File: src/rtl/z80_bus_pkg.sv
// z80_bus_pkg: shared state, cycle-type and constant definitions for the Z80 bus responder
package z80_bus_pkg;
    typedef enum logic [1:0] {IDLE, REQ, DONE} state_t;
    typedef enum logic [2:0] {
        CYC_NONE, CYC_MEMRD, CYC_MEMWR, CYC_IORD, CYC_IOWR, CYC_INTA, CYC_RFSH
    } cycle_t;
    localparam logic [7:0] BYTE_FF = 8'hFF;
endpackage

File: src/rtl/z80_cycle_decode.sv
// z80_cycle_decode: classifies the sampled Z80 bus strobes into a cycle type
module z80_cycle_decode
    import z80_bus_pkg::*;
(
    input  logic   mreq_n,
    input  logic   iorq_n,
    input  logic   rd_n,
    input  logic   wr_n,
    input  logic   m1_n,
    input  logic   rfsh_n,
    output cycle_t cyc
);
    always_comb begin
        cyc = (!iorq_n && !m1_n)           ? CYC_INTA  :
              (!iorq_n && m1_n && !rd_n)   ? CYC_IORD  :
              (!iorq_n && m1_n && !wr_n)   ? CYC_IOWR  :
              (!mreq_n && !rd_n && rfsh_n) ? CYC_MEMRD :
              (!mreq_n && !wr_n)           ? CYC_MEMWR :
              (!mreq_n && !rfsh_n)         ? CYC_RFSH  : CYC_NONE;
    end
endmodule

File: src/rtl/z80_bus_responder.sv
// z80_bus_responder: answers tv80s bus cycles with wait states and a req/ack backend handshake
module z80_bus_responder
    import z80_bus_pkg::*;
#(
    parameter int          TIMEOUT      = 64,
    parameter logic [7:0]  INTA_VECTOR  = 8'hFF,
    parameter int          IO_FULL_ADDR = 0
) (
    input  logic        clk,
    input  logic        reset,
    input  logic        mreq_n,
    input  logic        iorq_n,
    input  logic        rd_n,
    input  logic        wr_n,
    input  logic        m1_n,
    input  logic        rfsh_n,
    input  logic [15:0] A,
    input  logic [7:0]  cpu_dout,
    output logic [7:0]  cpu_di,
    output logic        wait_n,
    output logic        be_req,
    output logic        be_we,
    output logic        be_io,
    output logic [15:0] be_addr,
    output logic [7:0]  be_wdata,
    input  logic [7:0]  be_rdata,
    input  logic        be_ack,
    output logic        err
);
    localparam logic [7:0] TO = 8'(TIMEOUT);

    cycle_t      cyc;
    state_t      state_q, state_d;
    logic [7:0]  cnt_q, cnt_d, di_q, di_d, wdata_q, wdata_d;
    logic [15:0] addr_q, addr_d;
    logic        req_q, req_d, we_q, we_d, io_q, io_d, err_q, err_d;
    logic        access, is_io, is_wr;

    z80_cycle_decode u_dec (
        .mreq_n(mreq_n), .iorq_n(iorq_n), .rd_n(rd_n), .wr_n(wr_n),
        .m1_n(m1_n), .rfsh_n(rfsh_n), .cyc(cyc)
    );

    assign is_io  = (cyc == CYC_IORD) || (cyc == CYC_IOWR);
    assign is_wr  = (cyc == CYC_MEMWR) || (cyc == CYC_IOWR);
    assign access = is_io || (cyc == CYC_MEMRD) || (cyc == CYC_MEMWR);

    always_comb begin
        state_d = state_q;
        cnt_d   = cnt_q;
        di_d    = di_q;
        wdata_d = wdata_q;
        addr_d  = addr_q;
        req_d   = req_q;
        we_d    = we_q;
        io_d    = io_q;
        err_d   = err_q;
        if (state_q == IDLE && access) begin
            addr_d  = (is_io && IO_FULL_ADDR == 0) ? {8'h00, A[7:0]} : A;
            wdata_d = cpu_dout;
            we_d    = is_wr;
            io_d    = is_io;
            req_d   = 1'b1;
            cnt_d   = 8'd0;
            state_d = REQ;
        end else if (state_q == REQ) begin
            cnt_d = cnt_q + 8'd1;
            // an ack in the timeout cycle still completes the access normally
            if (be_ack) begin
                di_d    = we_q ? di_q : be_rdata;
                req_d   = 1'b0;
                state_d = DONE;
            end else if (cnt_q + 8'd1 == TO) begin
                di_d    = BYTE_FF;
                err_d   = 1'b1;
                req_d   = 1'b0;
                state_d = DONE;
            end
        end else if (state_q == DONE && mreq_n && iorq_n) begin
            state_d = IDLE;
        end
    end

    always_ff @(posedge clk) begin
        if (reset) begin
            state_q <= IDLE;
            cnt_q   <= 8'd0;
            di_q    <= BYTE_FF;
            wdata_q <= 8'd0;
            addr_q  <= 16'd0;
            req_q   <= 1'b0;
            we_q    <= 1'b0;
            io_q    <= 1'b0;
            err_q   <= 1'b0;
        end else begin
            state_q <= state_d;
            cnt_q   <= cnt_d;
            di_q    <= di_d;
            wdata_q <= wdata_d;
            addr_q  <= addr_d;
            req_q   <= req_d;
            we_q    <= we_d;
            io_q    <= io_d;
            err_q   <= err_d;
        end
    end

    assign wait_n   = !(access && state_q != DONE);
    assign cpu_di   = (cyc == CYC_INTA) ? INTA_VECTOR : di_q;
    assign be_req   = req_q;
    assign be_we    = we_q;
    assign be_io    = io_q;
    assign be_addr  = addr_q;
    assign be_wdata = wdata_q;
    assign err      = err_q;
endmodule

File: config.mk
export PLATFORM = sky130hd
export DESIGN_NAME = z80_bus_responder
export DESIGN_NICKNAME = d
export VERILOG_FILES = /design/src/rtl/z80_bus_pkg.sv /design/src/rtl/z80_cycle_decode.sv /design/src/rtl/z80_bus_responder.sv
export SDC_FILE = /design/constraint.sdc
export NUM_CORES = 1
export LEC_CHECK = 0
export ABC_AREA = 0
export CORE_MARGIN = 2
export CORE_UTILIZATION = 47
export CTS_CLUSTER_DIAMETER = 40
export DETAILED_ROUTE_END_ITERATION = 7
export PLACE_DENSITY = 0.85
export RECOVER_POWER = 100
export SLEW_MARGIN = 10
export SYNTH_ARGS = -nofsm -noshare
export SYNTH_HDL_FRONTEND = slang
export SYNTH_HIERARCHICAL = 1
export SYNTH_SLANG_ARGS = --single-unit
File: constraint.sdc
create_clock -name clk -period 5.2 [get_ports clk]
set_input_delay 1.04 -clock clk [delete_from_list [all_inputs] [get_ports clk]]
set_output_delay 1.04 -clock clk [all_outputs]
set_load 0.005 [all_outputs]
=== Yosys cells after proc, flatten, opt, wreduce, memory -nomap -nowiden ===
Cells that the tools add are included.

* Register bits after elaboration: 46
* Input port bits: 41
* Output and inout port bits: 37
* Word-level logic and storage cells: 80

* $add $sub $neg: 1
* Eq/ne operators: 12
* Muxes and demuxes: 20
* Bitwise gates (word level): 2
* Reductions and logical operators: 35

{| class="wikitable"
|+ Operators with widths
! cell !! count
|-
| $mux 8 || 4
|-
| $mux 3 || 6
|-
| $mux 16 || 1
|-
| $logic_and 1x1->1 || 12
|-
| $add 8x1->8 const B || 1
|-
| $eq 8x7->1 const B || 1
|-
| $mux 2 || 4
|-
| $reduce_and 4->1 || 2
|-
| $logic_not 1->1 || 7
|-
| $eq 3x2->1 const B || 2
|-
| $eq 3x3->1 const B || 2
|-
| $reduce_and 2->1 || 3
|-
| $reduce_bool 2->1 || 3
|-
| $reduce_bool 3->1 || 2
|-
| $mux 1 || 5
|-
| $logic_or 1x1->1 || 4
|-
| $ne 2x2->1 const B || 2
|-
| $ne 4x3->1 const B || 1
|-
| $eq 3x1->1 const B || 1
|-
| $ne 3x2->1 const B || 1
|-
| $eq 2x1->1 const B || 1
|-
| $eq 2x2->1 const B || 1
|-
| $logic_not 2->1 || 1
|-
| $not 1->1 || 2
|-
| $reduce_or 2->1 || 1
|}

=== Longest topological paths before layout ===
Gate-level depths: netlist of the first run.

* Depth in word-level cells: 15
* Mapped depth: 10
* Mapped depth without buffers: 7

=== Hierarchy ===
The synthesis of the first run kept the hierarchy.

{| class="wikitable"
|+ Modules (own cells, without submodules)
! module !! instances !! cells an instance !! area each (um^2) !! sequential area each (um^2)
|-
| z80_bus_responder || 1 || 197 || 1946.9 || 920.9
|-
| z80_cycle_decode || 1 || 14 || 86.3 || 0.0
|}

=== Least setup slack after synthesis of the first run ===
No wires, ideal clock.

* Path kind: input to output
* Start point: input mreq_n
* End point: output wait_n
* Arrival time: 2415 ps
* Required time: 4160 ps
* Slack: 1745 ps
* Cell stages on the path: 5
* Path buffers: 0
* Cell sequence: or3b_1 > a22oi_1 > or3_4 > and2_1 > o21ai_0

* Longest elaborated chain between the ends: 14
* Elaborated cells between the ends (all ways): 20
* Those cells by class: 4 x eq/ne; 6 x mux; 10 x reduce/logical

{| class="wikitable"
|+ RTL lines
! item !! RTL line !! source
|-
| start, declared || z80_bus_responder.sv:11 || <nowiki>input logic mreq_n,</nowiki>
|-
| $logic_not 1->1 (*) || z80_cycle_decode.sv:17, z80_cycle_decode.sv:18, z80_cycle_decode.sv:19 ||
|-
| $logic_and 1x1->1 || z80_cycle_decode.sv:19 || <nowiki>(!mreq_n && !rfsh_n) ? CYC_RFSH : CYC_NONE;</nowiki>
|-
| $mux 3 || z80_cycle_decode.sv:19 ||
|-
| $mux 3 || z80_cycle_decode.sv:18 || <nowiki>(!mreq_n && !wr_n) ? CYC_MEMWR :</nowiki>
|-
| $mux 3 (*) || z80_cycle_decode.sv:17 || <nowiki>(!mreq_n && !rd_n && rfsh_n) ? CYC_MEMRD :</nowiki>
|-
| $mux 3 (*) || z80_cycle_decode.sv:16 || <nowiki>(!iorq_n && m1_n && !wr_n) ? CYC_IOWR :</nowiki>
|-
| $mux 3 (*) || z80_cycle_decode.sv:15 || <nowiki>(!iorq_n && m1_n && !rd_n) ? CYC_IORD :</nowiki>
|-
| $mux 3 (*) || z80_cycle_decode.sv:14 || <nowiki>cyc = (!iorq_n && !m1_n) ? CYC_INTA :</nowiki>
|-
| via cyc[2] || z80_bus_responder.sv:32 || <nowiki>cycle_t cyc;</nowiki>
|-
| $eq 3x2->1 / $eq 3x3->1 (equally long branches) || z80_bus_responder.sv:44 || <nowiki>assign is_io = (cyc == CYC_IORD) || (cyc == CYC_IOWR);</nowiki>
|-
| $logic_or 1x1->1 || z80_bus_responder.sv:44 ||
|-
| $logic_or 1x1->1 || z80_bus_responder.sv:46 || <nowiki>assign access = is_io || (cyc == CYC_MEMRD) || (cyc == CYC_MEMWR);</nowiki>
|-
| $logic_or 1x1->1 (*) || z80_bus_responder.sv:46 ||
|-
| $logic_and 1x1->1 (*) || z80_bus_responder.sv:108 || <nowiki>assign wait_n = !(access && state_q != DONE);</nowiki>
|-
| $logic_not 1->1 (*) || z80_bus_responder.sv:108 ||
|-
| end, declared || z80_bus_responder.sv:20 || <nowiki>output logic wait_n,</nowiki>
|}

Mark *: on every way through the listed nets, which the timed path passes. The rest lies on a longest branch.

=== Final worst setup path of the first run ===
Ends and elaborated chain as after synthesis.

==> metrics.md, run 1 <==
| Metric | Value |
|---|---|
| Outcome | `finished clean` |
| CP required | `4160 ps` |
| Worst setup EP type | `primary output` |
| Critical Path AT | `3710 ps` |
| CTS resizes | `0` |
| TNS Setup | `0 ps` |
| Hpwl dp | `3440 um` |
| Root buf cell | `clkbuf_8` |
| Tmin final | `4750 ps` |
| CTS Buf Count | `5` |
| Initial Util | `49.8%` |
| Max-cap violations | `0` |
| Clock latency on the worst-skew pair | `300 ps` |
| GRT busiest layer | `met2` |
| F_max | `211 MHz` |
| Hold buffers post-CTS | `0` |
| Synth top area share | `45.3%` |
| Die area | `4870 um^2` |
| Worst R2R End | `di_q[3]$_SDFFE_PP1P_` |
| Critical path, cell by cell | `dlygate4sd3_1, and4bb_2, a21oi_1, o21ai_0, or3_2, and2_0, o21ai_0, clkdlybuf4s50_1` |
| Largest net degree at the start of global routing | `28` |
| Max Fanout on Critical Path | `9` |
| Worst hold slack | `473 ps` |
| Top Ports | `78` |
| Die height | `69.8 um` |
| Post-synth EDFFs | `0` |
| DRC | `0` |
| Syn Nets | `253` |
| Actual slew at the worst max-slew pin | `1450 ps` |
| Unrepaired setup endpoints after global routing | `no` |
| ANT nets after route | `0` |
| Synth Cell Area | `2030 um^2` |
| Clk sinks | `46` |
| Post-synthesis sequential area ratio | `45.3%` |
| Drt pass-1 iters | `4` |
| Number of global-route vias before repair | `1,712` |
| Placer Congestion | `0.844` |
| Synth Flop Type | `dfxtp_1` |
| Drt initial violations | `93` |
| M2 GR Usage | `32.7%` |
| Die Wd | `69.8 um` |
| Nets | `328` |
| Rows | `23` |
| Worst hold endpoint | `di_q[1]$_SDFFE_PP1P_` |
| Final hold vios | `0` |
| R2R setup slack | `2740 ps` |
| Most frequent cell after synthesis | `dfxtp_1` |
| Area leader, netlist | `dfxtp_1` |
| Global Route met3 Usage | `9.16%` |
| Slew Limit Fails | `0` |
| # Post-CTS Setup Buffers | `0` |
| Met1 Use GR | `23.5%` |
| Final Skew | `5.09 ps` |
| Worst min path class | `register to register` |
| FF-to-FF path depth | `4` |
| WS Path Type | `input pin to primary output` |
| Ys Warns | `6` |
| CTS Buffer Depth | `2` |
| Core Region | `4090 um^2` |
| DR vias | `1,790` |
| Drt total wl | `4670 um` |
| H-tree Lvls | `2` |
| Pwr dens | `289 nW/um^2` |
| Synth async-reset ratio | `0%` |
| Main area contributors after synthesis | `dfxtp_1, mux2i_1, nor2_1` |
| Unique masters post-synth | `46` |
| First-pass GRT wire length | `7890 um` |
| Syn Area/Cell | `9.64 um^2` |
| Routed length per instance | `13.9 um` |
| Initial antenna violation count | `0` |
| WHS Path Cells | `2` |
| CTS tree | `yes` |
| Worst-path clk slew | `80 ps` |
| Largest stage delay, worst path | `620 ps` |
| Peak supply drop | `0.220 mV` |
| Congestion Overflow GR | `0` |
| Cell mode on critical path | `o21ai_0` |
| Worst slew margin | `3.03%` |
| Slowest CP cell | `dlygate4sd3_1` |
| Final worst-path cycle share | `91.3%` |
| Post-Syn Instances | `211` |
| Worst setup SP type | `input pin` |
| Synth Register Bits | `46` |
| Via/cell ratio | `5.31` |
| RR Startpoint | `state_q[0]$_SDFFE_PP0P_` |
| Syn-to-layout area delta | `41.5%` |
| Hold_sp | `di_q[1]$_SDFFE_PP1P_` |
| Total track usage | `19.8%` |
| LEAKAGE | `0.00117 uW` |
| Final setup viols | `0` |
| Most frequent cells after synthesis | `dfxtp_1, nor2_1, mux2i_1` |
| Fraction of layout cells with a size suffix above 1 | `5.23%` |
| Port Buffers | `77` |
| Antenna cells | `0` |
-- per-layer routing --
layer  wire, um  part of all wire (%)  vias up
met1       1960                    42      831
met5          0                     0        -
li1           -                     -      888
met3        496                    11        3
met2       2180                    47       68
met4         30                  0.64        0
-- layout by cell type, fill, tap and decap left out, drive strengths merged, types with 8 or more instances in the layout --
cell	netlist	final
dfxtp	46	46
dlygate4sd3	0	40
clkdlybuf4s50	0	37
nor2	34	34
mux2i	24	24
nand2	14	14
nand2b	11	11
o21ai	8	8
a21oi	8	8
a22o	8	8
-- through the flow --
stage / cells / util (%) / cell area, um^2 / worst slack (ps) / total power, uW
2_1_floorplan: 211 / - / 2030 / 1740 / 537
3_3_place_gp: 329 / 68.8 / 2810 / 824 / 630
3_5_place_dp: 329 / 68.8 / 2810 / 764 / 635
4_1_cts: 337 / 71.0 / 2900 / 754 / 855
5_1_grt: 337 / 70.4 / 2880 / 313 / 879
6_report: 337 / 70.4 / 2880 / 452 / 831
-- registers in the layout, indices dropped and copies added, names as in the netlist --
signal    count
cnt_q         8
be_req        1
err           1
be_we         1
state_q       2
be_wdata      8
be_io         1
be_addr      16
di_q          8
-- worst max-delay path by stage --
stage	from	end	slack (ps)	depth (start not counted)
2_1_floorplan	mreq_n	wait_n	1740	5
3_3_place_gp	rfsh_n	wait_n	820	8
3_5_place_dp	mreq_n	wait_n	760	8
4_1_cts	mreq_n	wait_n	750	8
5_1_grt	mreq_n	wait_n	310	8
6_report	mreq_n	wait_n	450	8
-- power by group --
group | switching [uW] | internal, uW | total [uW]
combinational | 91.4 | 118 | 209
clock | 125 | 94.5 | 220
sequential | 20.2 | 383 | 403
total | 237 | 595 | 831
-- cells by family after synthesis --
family                   synth area share (%)
AND/OR/NAND/NOR                          21.0
flip-flops                               45.3
AO/OA/AOI/OAI                            13.3
multiplexers                             11.8
buffers and inverters                    4.06
XOR/XNOR                                 3.88
adder cells (fa/ha/maj)                 0.615
-- cell type report --
type / instances / area (um^2)
sequential: 46 / 921
timing repair buffer: 78 / 778
fill: 328 / 1210
clock inverter: 3 / 21.3
inverter: 4 / 15.0
tap: 50 / 62.6
multi-input combinational: 151 / 1010
clock buffer: 5 / 68.8
-- worst max-delay path: cells and delay by family --
| kind | cells | cell delay (ps) |
|---|---|---|
| buf+inv | 2 | 1140 |
| simple gates | 3 | 1000 |
| compound gates | 3 | 520 |
No activity file was read; power rests on OpenSTA's default activity.
==> inputs of run 2 (changes only) <==
--- a/config.mk
+++ b/config.mk
@@ -6,6 +6,7 @@
 export NUM_CORES = 1
 export LEC_CHECK = 0
 export ABC_AREA = 0
+export CAP_MARGIN = 20
 export CORE_MARGIN = 2
 export CORE_UTILIZATION = 47
 export CTS_CLUSTER_DIAMETER = 40
==> constraint.sdc (replaced) <==
create_clock -name clk -period 5.2 [get_ports clk]
set_input_delay 0.52 -clock clk [delete_from_list [all_inputs] [get_ports clk]]
set_output_delay 0.52 -clock clk [all_outputs]
set_load 0.005 [all_outputs]
==> run 2 against run 1 <==
Power increased by 0.78%. Sequential cell count unchanged. Via count decreased by 2.8%. Sequential share of layout area about the same. Count of clock-buffer cells in the layout unchanged. The run now ends with capacitance limit, slew limit left.
==> metrics.md, run 2 (same netlist as run 1, synthesis figures left out) <==
| Metric | Value |
|---|---|
| Outcome | `complete, but fails checks (was finished clean)` |
| Failing checks | `capacitance limit, slew limit` |
| F_max | `261 MHz (was 211 MHz)` |
| Net Sw Power | `242 uW (was 237 uW)` |
| Worst slew margin | `-2.44% (was 3.03%)` |
| Die height | `69.8 um (unchanged)` |
| Clock latency on the worst-skew pair | `310 ps (was 300 ps)` |
| Antenna cells | `0 (unchanged)` |
| Multi-input gate area | `1010 um^2 (unchanged)` |
| DR vias | `1,739 (was 1,790)` |
| Slowest CP cell | `a22oi_1 (was dlygate4sd3_1)` |
| Cell mode on critical path | `dlygate4sd3_1 (was o21ai_0)` |
| Congestion Overflow GR | `0 (unchanged)` |
| CTS tree | `yes (unchanged)` |
| CTS Buf Count | `5 (unchanged)` |
| Drt pass-1 iters | `4 (unchanged)` |
| Nets | `328 (unchanged)` |
| Fill cells | `324 (was 328)` |
| Die area | `4870 um^2 (unchanged)` |
| RR Startpoint | `state_q[0]$_SDFFE_PP0P_ (unchanged)` |
| ANT nets after route | `0 (unchanged)` |
| Placed Cells incl. Taps | `329 (unchanged)` |
| Syn-to-layout area delta | `41.6% (was 41.5%)` |
| Worst-path clk slew | `90 ps (was 80 ps)` |
| LEAKAGE | `0.00117 uW (about the same)` |
| Root buf cell | `clkbuf_8 (unchanged)` |
| FF+latch area | `921 um^2 (unchanged)` |
| Worst setup EP type | `primary output (unchanged)` |
| Clock share of power | `27.0% (was 26.4%)` |
| Hold buffers post-CTS | `0 (unchanged)` |
| Final worst-path cycle share | `73.6% (was 91.3%)` |
| Final hold vios | `0 (unchanged)` |
| Placer Congestion | `0.847 (was 0.844)` |
| H-tree Lvls | `2 (unchanged)` |
| Worst min path class | `register to register (unchanged)` |
| # Post-CTS Setup Buffers | `0 (unchanged)` |
| Combinational share of power | `24.9% (was 25.1%)` |
| Largest stage delay, worst path | `610 ps (was 620 ps)` |
| Drt total wl | `4590 um (was 4670 um)` |
| Critical path, cell by cell | `dlygate4sd3_1, or3b_1, a22oi_1, nand3b_1, nand2b_1, dlygate4sd3_1 (was dlygate4sd3_1, and4bb_2, a21oi_1, o21ai_0, or3_2, and2_0, o21ai_0, clkdlybuf4s50_1)` |
| Rows | `23 (unchanged)` |
| CP Buf/Inv Count | `2 (unchanged)` |
| Unrepaired setup endpoints after global routing | `no (unchanged)` |
| Max-cap violations | `1 (was 0)` |
| Port Buffers | `77 (unchanged)` |
| Initial Util | `49.8% (unchanged)` |
| Via/cell ratio | `5.16 (was 5.31)` |
| Tmin final | `3830 ps (was 4750 ps)` |
| Commonest non-fill, non-tap cell in the layout | `dfxtp_1 (unchanged)` |
| Max FFs per register | `16 (unchanged)` |
| Max Fanout on Critical Path | `8 (was 9)` |
| Actual slew at the worst max-slew pin | `1530 ps (was 1450 ps)` |
| Slew Limit Fails | `9 (was 0)` |
| Hold_sp | `di_q[7]$_SDFFE_PP1P_ (was di_q[1]$_SDFFE_PP1P_)` |
| Worst setup SP type | `input pin (unchanged)` |
| PnR worst setup slack | `1370 ps (was 452 ps)` |
| Sw Share | `28.9% (was 28.5%)` |
| Initial antenna violation count | `0 (unchanged)` |
| Fraction of layout cells with a size suffix above 1 | `5.23% (unchanged)` |
| WHS Path Cells | `2 (unchanged)` |
| Layout Cells excl Fill | `337 (unchanged)` |
| Most frequent cells in the layout | `dfxtp_1, clkdlybuf4s50_1, dlygate4sd3_1 (was dfxtp_1, dlygate4sd3_1, clkdlybuf4s50_1)` |
| CTS resizes | `0 (unchanged)` |
| Final Skew | `8.60 ps (was 5.09 ps)` |
| Sequential share of power | `48.1% (was 48.5%)` |
| Critical Path AT | `3310 ps (was 3710 ps)` |
| Placed Area | `2810 um^2 (unchanged)` |
| Pint | `596 uW (was 595 uW)` |
| R2R setup slack | `2710 ps (was 2740 ps)` |
| Die Wd | `69.8 um (unchanged)` |
| CTS Buffer Depth | `2 (unchanged)` |
| Total track usage | `20.3% (was 19.8%)` |
| FF-to-FF path depth | `4 (unchanged)` |
| DRC | `0 (unchanged)` |
| Routed length per instance | `13.6 um (was 13.9 um)` |
| Top Family by Delay on Critical Path | `buffers and inverters (unchanged)` |
| CP required | `4680 ps (was 4160 ps)` |
| WS Path Type | `input pin to primary output (unchanged)` |
| Design area | `2880 um^2 (about the same)` |
| Final setup viols | `0 (unchanged)` |
| Worst hold endpoint | `di_q[7]$_SDFFE_PP1P_ (was di_q[1]$_SDFFE_PP1P_)` |
| Peak supply drop | `0.223 mV (was 0.220 mV)` |
| Largest net degree at the start of global routing | `28 (unchanged)` |
| TNS Setup | `0 ps (unchanged)` |
| Core Region | `4090 um^2 (unchanged)` |
| Clk sinks | `46 (unchanged)` |
| Top Ports | `78 (unchanged)` |
| Drt initial violations | `82 (was 93)` |
| First-pass GRT wire length | `7890 um (unchanged)` |
| Pwr dens | `291 nW/um^2 (was 289 nW/um^2)` |
| Hpwl dp | `3370 um (was 3440 um)` |
| Place WS | `1530 ps (was 764 ps)` |
| Number of global-route vias before repair | `1,653 (was 1,712)` |
| Worst R2R End | `di_q[5]$_SDFFE_PP1P_ (was di_q[3]$_SDFFE_PP1P_)` |
run 2: cell types whose count changed in the layout (fill, tap and decap cells not counted), sizes merged:
cell | previous run | this run
inv | 4 | 5
clkinvlp | 1 | 2
clkdlybuf4s50 | 37 | 39
clkinv | 2 | 0
dlygate4sd3 | 40 | 38
run 2: how the worst max path moves through the flow:
stage                start         to  slack (ps)  cells past startpoint
floorplan           mreq_n     wait_n        2780                      5
global placement    mreq_n  cpu_di[5]        1610                      6
detailed placement  mreq_n  cpu_di[0]        1530                      6
CTS                 mreq_n  cpu_di[0]        1530                      6
global route        mreq_n  cpu_di[7]        1090                      6
finish              mreq_n  cpu_di[0]        1370                      6
run 2: worst register-to-register path, stage by stage, from the launching register on:
cell and delay, ps:
dfxtp_1 530, nand2b_1 200, nor3b_1 1250, mux2i_1 310
nand2_1 80
run 2: cell type report:
type | count | area share (%)
multi-input cells | 151 | 35.1
flip-flops and latches | 46 | 32.0
clock inverters | 3 | 0.826
well taps | 50 | 2.17
repair buffers | 78 | 27.0
inverters | 4 | 0.522
clock buffers | 5 | 2.39
run 2: through the flow:
step	hold WS (ps)	power, uW	util, %
2_1_floorplan	424	537	-
3_3_place_gp	437	629	68.8
3_5_place_dp	445	634	68.8
4_1_cts	468	860	71.1
5_1_grt	501	886	70.5
6_report	462	838	70.5
run 2: per-layer routing:
layer	part of all wire [%]	GRT usage, %	vias up
li1	-	-	878
met1	42	25.5	779
met2	45	30.7	73
met3	11	8.28	9
met4	2.0	8.55	0
met5	0	0	-
run 2: power groups by stage:
stage	logic [uW]	clock network, uW	registers [uW]
floorplan	129	0	408
global placement	218	0	411
detailed placement	222	0	412
CTS	224	231	404
global route	231	247	407
finish	208	227	403
==> inputs of run 3 (changes only) <==
--- a/config.mk
+++ b/config.mk
@@ -8,10 +8,10 @@
 export ABC_AREA = 0
 export CAP_MARGIN = 20
 export CORE_MARGIN = 2
-export CORE_UTILIZATION = 47
+export CORE_UTILIZATION = 39
 export CTS_CLUSTER_DIAMETER = 40
 export DETAILED_ROUTE_END_ITERATION = 7
-export PLACE_DENSITY = 0.85
+export PLACE_DENSITY = 0.75
 export RECOVER_POWER = 100
 export SLEW_MARGIN = 10
 export SYNTH_ARGS = -nofsm -noshare
==> constraint.sdc (replaced) <==
create_clock -name clk -period 3.14 [get_ports clk]
set_input_delay 0.314 -clock clk [delete_from_list [all_inputs] [get_ports clk]]
set_output_delay 0.314 -clock clk [all_outputs]
set_load 0.005 [all_outputs]
==> run 3 against run 2 <==
The run still ends with capacitance limit, slew limit left. Clock skew shrank 2.2 ps. Utilization decreased by 13 points. Sequential share of layout area decreased by 0.67 points. Combinational power increased by 66%.
==> metrics.md, run 3 (same netlist as run 1, synthesis figures left out) <==
| Metric | Value |
|---|---|
| Outcome | `complete, but fails checks (unchanged)` |
| Failing checks | `capacitance limit, slew limit (unchanged)` |
| TNS Setup | `0 ps (unchanged)` |
| Pint | `1070 uW (was 596 uW)` |
| Hpwl dp | `3390 um (was 3370 um)` |
| Util after Layout | `57.9% (was 70.5%)` |
| Routed length per instance | `12.9 um (was 13.6 um)` |
| Critical path origin | `mreq_n (unchanged)` |
| Placer Congestion | `0.789 (was 0.847)` |
| Initial antenna violation count | `0 (unchanged)` |
| Fraction of layout cells with a size suffix above 1 | `5.15% (was 5.23%)` |
| Final hold vios | `0 (unchanged)` |
| F_max | `338 MHz` |
| Worst min path class | `register to register (unchanged)` |
| Combinational share of power | `23.9% (was 24.9%)` |
| Clk sinks | `46 (unchanged)` |
| Actual slew at the worst max-slew pin | `1560 ps (was 1530 ps)` |
| CTS Buf Count | `5 (unchanged)` |
| Hold_sp | `di_q[7]$_SDFFE_PP1P_ (unchanged)` |
| Final setup viols | `0 (unchanged)` |
| Worst slew margin | `-4.39% (was -2.44%)` |
| R2R setup slack | `610 ps (was 2710 ps)` |
| CTS tree | `yes (unchanged)` |
| Top Ports | `78 (unchanged)` |
| Worst-path clk slew | `90 ps (about the same)` |
| CTS Buffer Depth | `2 (unchanged)` |
| # Post-CTS Setup Buffers | `0 (unchanged)` |
| Sw Share | `26.4% (was 28.9%)` |
| Root buf cell | `clkbuf_8 (unchanged)` |
| Worst setup EP type | `primary output (unchanged)` |
| Hold buffers post-CTS | `0 (unchanged)` |
| Worst setup SP type | `input pin (unchanged)` |
| Layout Cells excl Fill | `361 (was 337)` |
| Total track usage | `16.6% (was 20.3%)` |
| Number of global-route vias before repair | `1,752 (was 1,653)` |
| Port Buffers | `77 (unchanged)` |
| Critical path, cell by cell | `clkdlybuf4s50_1, and4bb_2, a21oi_1, o21ai_0, or3_2, and2_0, o21ai_0, clkdlybuf4s50_1 (was dlygate4sd3_1, or3b_1, a22oi_1, nand3b_1, nand2b_1, dlygate4sd3_1)` |
| FF+latch area | `921 um^2 (unchanged)` |
| Initial Util | `40.1% (was 49.8%)` |
| Die Wd | `76.2 um (was 69.8 um)` |
| Final Skew | `6.36 ps (was 8.60 ps)` |
| Slowest CP cell | `clkdlybuf4s50_1 (was a22oi_1)` |
| Max-cap violations | `1 (unchanged)` |
| Peak supply drop | `0.249 mV (was 0.223 mV)` |
| DR WL met2 | `2260 um (was 2060 um)` |
| CP Buf/Inv Count | `2 (unchanged)` |
| Net Sw Power | `384 uW (was 242 uW)` |
| Unrepaired setup endpoints after global routing | `no (unchanged)` |
| Die area | `5810 um^2 (was 4870 um^2)` |
| Nets | `332 (was 328)` |
| Max FFs per register | `16 (unchanged)` |
| Tmin final | `2960 ps` |
| PnR worst setup slack | `182 ps (was 1370 ps)` |
| Final worst-path cycle share | `94.2%` |
| Clock latency on the worst-skew pair | `300 ps (was 310 ps)` |
| Critical Path AT | `2640 ps (was 3310 ps)` |
| Slew Limit Fails | `9 (unchanged)` |
| CTS resizes | `0 (unchanged)` |
| H-tree Lvls | `2 (unchanged)` |
| ANT nets after route | `0 (unchanged)` |
| Fill cells | `493 (was 324)` |
| Syn-to-layout area delta | `44.6% (was 41.6%)` |
| Core Region | `5070 um^2 (was 4090 um^2)` |
| Drt pass-1 iters | `4 (unchanged)` |
| Drt total wl | `4650 um (was 4590 um)` |
| Top Family by Delay on Critical Path | `buffers and inverters (unchanged)` |
| Most frequent cells in the layout | `dfxtp_1, clkdlybuf4s50_1, nor2_1 (was dfxtp_1, clkdlybuf4s50_1, dlygate4sd3_1)` |
| CP required | `2830 ps (was 4680 ps)` |
| Sequential share of power | `46.0% (was 48.1%)` |
| DRT met1 WL | `2050 um (was 1940 um)` |
| Place WS | `219 ps (was 1530 ps)` |
| Multi-input gate area | `1010 um^2 (unchanged)` |
| Rows | `26 (was 23)` |
| RR Startpoint | `state_q[0]$_SDFFE_PP0P_ (unchanged)` |
| Met3 wire len | `298 um (was 497 um)` |
| Largest net degree at the start of global routing | `17 (was 28)` |
| Via/cell ratio | `4.86 (was 5.16)` |
| DRC | `0 (unchanged)` |
| Placed Cells incl. Taps | `353 (was 329)` |
| Die height | `76.2 um (was 69.8 um)` |
| Largest stage delay, worst path | `540 ps (was 610 ps)` |
| Drt initial violations | `64 (was 82)` |
| DR vias | `1,755 (was 1,739)` |
| Pwr dens | `494 nW/um^2 (was 291 nW/um^2)` |
| Max layer used | `met4 (unchanged)` |
| WS Path Type | `input pin to primary output (unchanged)` |
| LEAKAGE | `0.00120 uW (was 0.00117 uW)` |
| Max Fanout on Critical Path | `6 (was 8)` |
| Worst hold slack | `467 ps (was 462 ps)` |
| Congestion Overflow GR | `0 (unchanged)` |
| Clock share of power | `30.1% (was 27.0%)` |
| Antenna cells | `0 (unchanged)` |
| First-pass GRT wire length | `7920 um (was 7890 um)` |
run 3: worst min-delay path, delay by kind of cell, from the launching register on:
| family | cells | cell delay (ps) |
|---|---|---|
| multiplexers | 1 | 60 |
| AND/OR/NAND/NOR | 1 | 50 |
| flip-flops | 1 | 330 |
run 3: path summary, 6_finish.rpt:
check | to | depth (start not counted)
worst min-delay path | di_q[7]$_SDFFE_PP1P_ | 2
worst max register to register | di_q[0]$_SDFFE_PP1P_ | 4
worst min register to register | di_q[7]$_SDFFE_PP1P_ | 2
worst max-delay path | wait_n | 8
run 3: metrics by stage:
| stage | power [uW] | cell area (um^2) |
|---|---|---|
| floorplan | 889 | 2030 |
| global route | 1540 | 2940 |
| finish | 1450 | 2940 |
| CTS | 1500 | 2980 |
| detailed placement | 1060 | 2870 |
| global placement | 1050 | 2870 |
run 3: area by class of cell:
class / instances / share of cell area, %
clock buffer: 6 / 2.47
clock inverter: 2 / 1.28
inverter: 4 / 0.511
multi-input combinational: 151 / 34.3
sequential: 46 / 31.3
tap: 70 / 2.98
timing repair buffer: 82 / 27.1
run 3: layer usage:
layer | GRT usage [%] | vias up
met2 | 28.8 | 58
met1 | 19.5 | 805
met3 | 5.57 | 4
met4 | 5.09 | 0
met5 | 0 | -
li1 | - | 888
run 3: power by group through the flow:
stage          clock, uW  combinational (uW)  sequential (uW)
3_3_place_gp           0                 372              682
5_1_grt              481                 382              675
4_1_cts              451                 379              671
6_report             438                 346              668
2_1_floorplan          0                 213              676
3_5_place_dp           0                 377              683
